<file path="src/rtl/mux_bram_readback.sv">
// rtl/mux_bram_readback.sv - gather N BRAM words into a vector, or bypass a direct vector
// Ports:
//   clk, rst_n            clock, asynchronous active-low reset
//   en, start, sel        start request (accepted in IDLE with en=1), sel=1 gather / sel=0 bypass
//   base_addr, din_vec    first BRAM address of a gather, bypass vector
//   bram_en, bram_addr    BRAM read port (data returns on bram_dout one cycle later)
//   out_vec, out_valid    result vector, one-cycle update pulse
//   busy                  high while a transfer is in progress
module mux_bram_readback #(
   parameter int N      = 4,
   parameter int WIDTH  = 16,
   parameter int ADDR_W = 8
) (
   input  logic                 clk,
   input  logic                 rst_n,
   input  logic                 en,
   input  logic                 start,
   input  logic                 sel,
   input  logic [ADDR_W-1:0]    base_addr,
   input  logic [N*WIDTH-1:0]   din_vec,
   input  logic [WIDTH-1:0]     bram_dout,
   output logic                 bram_en,
   output logic [ADDR_W-1:0]    bram_addr,
   output logic [N*WIDTH-1:0]   out_vec,
   output logic                 out_valid,
   output logic                 busy
);

   localparam int CNT_W = (N > 1) ? $clog2(N) : 1;
   localparam logic [CNT_W-1:0] LAST = CNT_W'(N - 1);

   typedef enum logic [1:0] {IDLE, ISSUE, DRAIN, DONE} state_t;

   state_t               state, state_next;
   logic [CNT_W-1:0]     cnt;
   logic [ADDR_W-1:0]    base_q;
   logic [N*WIDTH-1:0]   gather, gather_next;
   logic [CNT_W-1:0]     wr_lane;
   logic                 wr_en;
   logic                 accept;

   assign accept    = (state == IDLE) && en && start;
   assign bram_en   = (state == ISSUE);
   assign out_valid = (state == DONE);
   assign busy      = (state != IDLE);
   // Address is derived from the registered base and counter, so it holds
   // its last value whenever the counter and base are not moving.
   assign bram_addr = base_q + ADDR_W'(cnt);

   always_ff @(posedge clk or negedge rst_n) begin
      if (!rst_n) begin
         state <= IDLE;
      end else begin
         state <= state_next;
      end
   end

   always_comb begin
      state_next = state;
      case (state)
         IDLE:  if (en && start) state_next = sel ? ISSUE : DONE;
         ISSUE: if (cnt == LAST) state_next = DRAIN;
         DRAIN: state_next = DONE;
         DONE:  state_next = IDLE;
         default: state_next = IDLE;
      endcase
   end

   // Read k is issued in the ISSUE cycle with cnt=k; its data is present in
   // the following cycle, i.e. while cnt=k+1, or in DRAIN for the last read.
   always_comb begin
      wr_en       = ((state == ISSUE) && (cnt != '0)) || (state == DRAIN);
      wr_lane     = (state == DRAIN) ? LAST : (cnt - CNT_W'(1));
      gather_next = gather;
      if (wr_en) begin
         gather_next[int'(wr_lane)*WIDTH +: WIDTH] = bram_dout;
      end
   end

   always_ff @(posedge clk or negedge rst_n) begin
      if (!rst_n) begin
         cnt     <= '0;
         base_q  <= '0;
         gather  <= '0;
         out_vec <= '0;
      end else begin
         gather <= gather_next;
         if (accept) begin
            if (sel) begin
               base_q <= base_addr;
               cnt    <= '0;
            end else begin
               out_vec <= din_vec;
            end
         end
         if ((state == ISSUE) && (cnt != LAST)) begin
            cnt <= cnt + CNT_W'(1);
         end
         // Last word goes straight into out_vec together with the gathered lanes.
         if (state == DRAIN) begin
            out_vec <= gather_next;
         end
      end
   end

endmodule

</file>
<file path="config.mk">
export PLATFORM = sky130hd
export DESIGN_NAME = mux_bram_readback
export DESIGN_NICKNAME = d
export VERILOG_FILES = /design/src/rtl/mux_bram_readback.sv
export SDC_FILE = /design/constraint.sdc
export NUM_CORES = 1
export LEC_CHECK = 0
export CAP_MARGIN = 5
export CELL_PAD_IN_SITES_DETAIL_PLACEMENT = 0
export CELL_PAD_IN_SITES_GLOBAL_PLACEMENT = 1
export CORE_MARGIN = 2
export CORE_UTILIZATION = 40
export CTS_CLUSTER_DIAMETER = 100
export DETAILED_ROUTE_END_ITERATION = 16
export PLACE_DENSITY_LB_ADDON = 0.15
export SETUP_SLACK_MARGIN = 0.5
export SLEW_MARGIN = 30
export SYNTH_ARGS = -nofsm -noshare
export SYNTH_HDL_FRONTEND = slang
export SYNTH_SLANG_ARGS = --single-unit
</file>
<file path="constraint.sdc">
create_clock -name clk -period 4.8 [get_ports clk]
set_input_delay 0.72 -clock clk [delete_from_list [all_inputs] [get_ports clk]]
set_output_delay 0.72 -clock clk [all_outputs]
set_load 0.01 [all_outputs]
</file>
==> impl_metrics.toml <==
[logic_synthesis]
synth_nets = 626
synth_top_family_by_area = "multiplexers"
syn_inst = 521
syn_avg_cell_area_um2 = 11.6
async_flop_share = 1.00
synth_edf_count = 0
yosysWarnings = 0
ys_ff_latch = 124
seq_area_frac_synth = 0.514
synth_top_area_frac = 0.514
synth_compound_area_frac = 0.0889
synthAdderAreaFrac = 0.0261
yosys.area_share.xor_xnor = 0.00870
yosys-top-cells-area = "dfrtp_1 (51%), mux2i_1 (13%), mux2_2 (7.5%)"
syn-cell-area_um2 = 6040
synth.area.mux_share = 0.207
synth_area_leader_cell = "dfrtp_1"
synth_flop_cell = "dfrtp_1"
ys_types = 41
synth-simple-area-share = 0.113

[timing]
rsz0062_at_grt = "no"
hold_ws_ps = 355
fin_skew_ps = 5.90
final_max_slew_viol_count = 0
period_share = 0.683
setup_viol = 0
slew_headroom = 0.484
fmax_ghz = 0.305
finalSetupTns_ps = 0
worst_slew_pin_slew_ps = 774
setup_slack_ps = 1520
finalHoldViolations = 0
post-route-min-period_ps = 3280

[grt]
grt_max_degree = 85
grt_overflow = 0
track_usage = 0.202
grt_pass1_vias = 4716
grt_pass1_wl_um = 25100
antenna_found_initial = 0

[drt]
drc = 0
first_iter_violations = 244
drtPass1Iterations = 4
vias = 4518
vias_per_cell = 5.18
drt-total-wl_um = 15700
antenna_left = 0
wl_per_cell_um = 18.0

[cts]
ctsResizeCount = 0
cts_tree = "built"
root_buffer = "clkbuf_16"
cts_max_level = 4
clock-sinks = 124
clockBufferDepth = 2
postCtsSetupBuffers = 0
holdBufCountCts = 0
clk_latency_ps = 420
cts_buffers = 17
clk_pin_slew_ps = 50

[worst_setup_path]
worst-setup-path-type = "reg -> out"
crit_required_ps = 4080
cp_cell_sequence = "ha_1, inv_1, fa_1, nor3_1, xor2_1, clkdlybuf4s50_1"
start_kind = "flip-flop"
critPathArrivalTime_ps = 2560
path_max_fanout = 6
worst_path_largest_cell_delay_ps = 560
r2r_slack_ps = 1580
critPathSlowestCell = "clkdlybuf4s50_1"
end_kind = "output pin"

[power]
intPower_w = 0.00348
seqPwrFrac = 0.305
power.share.clock = 0.246
power.leakage_nw = 4.15
p_comb_frac = 0.450
peakVddDrop_mv = 0.440
power_density_nw_per_um2 = 647
p_switching_w = 0.00195
switching_share = 0.359

[layout]
drive_gt1_frac = 0.126
layout_commonest_cell = "clkdlybuf4s50_1"
syn_to_final_growth_pct = 39.2
final_cell_mix = "clkdlybuf4s50_1 (166), dfrtp_1 (124), mux2i_1 (80), o21ai_0 (48), mux2_2 (40)"
nets = 781
antenna_cells = 0

[status]
outcome = "complete, no violations"

[floorplanning]
die-area_um2 = 16100
rows = 44
coreArea_um2 = 14600
io_pins = 168
fp.dieW_um = 127
die_h_um = 127
initial_utilization = 0.412

[flow_run]
drv_cap = 0

[hold_path]
worstHoldPathType = "in -> async"

[placement]
gp_congestion = 0.752
dpl.hpwl_um = 10800
place_ws_ps = 1600
io_buffers = 167
-- metrics by stage --
step                      power (W)   util  instance area, µm²  std cells
after detailed placement    0.00412  0.532                7790        841
after floorplan             0.00318      -                6040        521
final                       0.00544  0.574                8410        873
after CTS                   0.00548  0.574                8400        873
after global routing        0.00580  0.574                8410        873
after global placement      0.00405  0.531                7780        841
-- Yosys cell counts, types with 2 or more instances --
| cell | n |
|---|---|
| a22o_1 | 16 |
| buf_6 | 4 |
| nor2b_1 | 19 |
| mux2_2 | 40 |
| buf_2 | 8 |
| and3_1 | 33 |
| nand4_1 | 2 |
| nand2b_1 | 2 |
| nand2_1 | 39 |
| ha_1 | 11 |
| dfrtp_1 | 124 |
| nand3_1 | 19 |
| nor2_1 | 2 |
| buf_4 | 10 |
| xnor2_1 | 4 |
| xor2_1 | 2 |
| mux2i_1 | 80 |
| clkbuf_1 | 13 |
| inv_1 | 9 |
| o21ai_0 | 48 |
| a31oi_1 | 16 |
-- registers in the layout (all words and copies together) (netlist names) --
signal,cells
out_vec,64
gather,48
base_q,8
cnt,2
state,2
-- cell type report --
type                    count  area, µm²
inverters                  10       37.5
clock buffers              19        443
fillers                  1244       6240
multi-input cells         350       2700
repair buffers            173       1720
clock inverters            13        173
flip-flops and latches    124       3100
well taps                 184        230
-- final timing paths --
check	startpoint	end	cells past startpoint
min reg2reg	gather[11]	out_vec[11]	2
max	cnt[0]	bram_addr[6]	6
max reg2reg	state[0]	gather[23]	8
min in group clk	gather[11]	out_vec[11]	2
min	rst_n	out_vec[42]	1
max in group asynchronous	rst_n	out_vec[63]	2
-- worst max-delay path, delay by kind of cell (launching register included) --
| kind | cells | cell delay (ps) |
|---|---|---|
| xor gates and xnor gates | 1 | 170 |
| adders and majority gates | 2 | 640 |
| buffers and inverters | 2 | 620 |
| and+or+nand+nor | 1 | 250 |
| DFF | 1 | 470 |
-- power groups by stage --
stage	Sequential (W)	Combinational, W	Clock [W]
after CTS	0.00166	0.00247	0.00136
after global routing	0.00171	0.00268	0.00141
after detailed placement	0.00167	0.00245	0
final	0.00166	0.00244	0.00134
after floorplan	0.00171	0.00148	0
after global placement	0.00166	0.00239	0
-- per-layer routing --
layer  part of all wire  up-vias  global-route usage
met5                  0        -                   0
met3              0.051       18              0.0523
met4              0.014        0              0.0821
met2               0.47      126               0.323
met1               0.46     2194               0.261
li1                   -     2180                   -
-- cells by family after synthesis --
logic type | Yosys count
muxes | 120
AOI/OAI and AO/OA | 88
adders and majority gates | 12
and+or+nand+nor | 124
buffers and inverters | 47
xor gates and xnor gates | 6
DFF | 124
(Power assumes the default switching activity.)
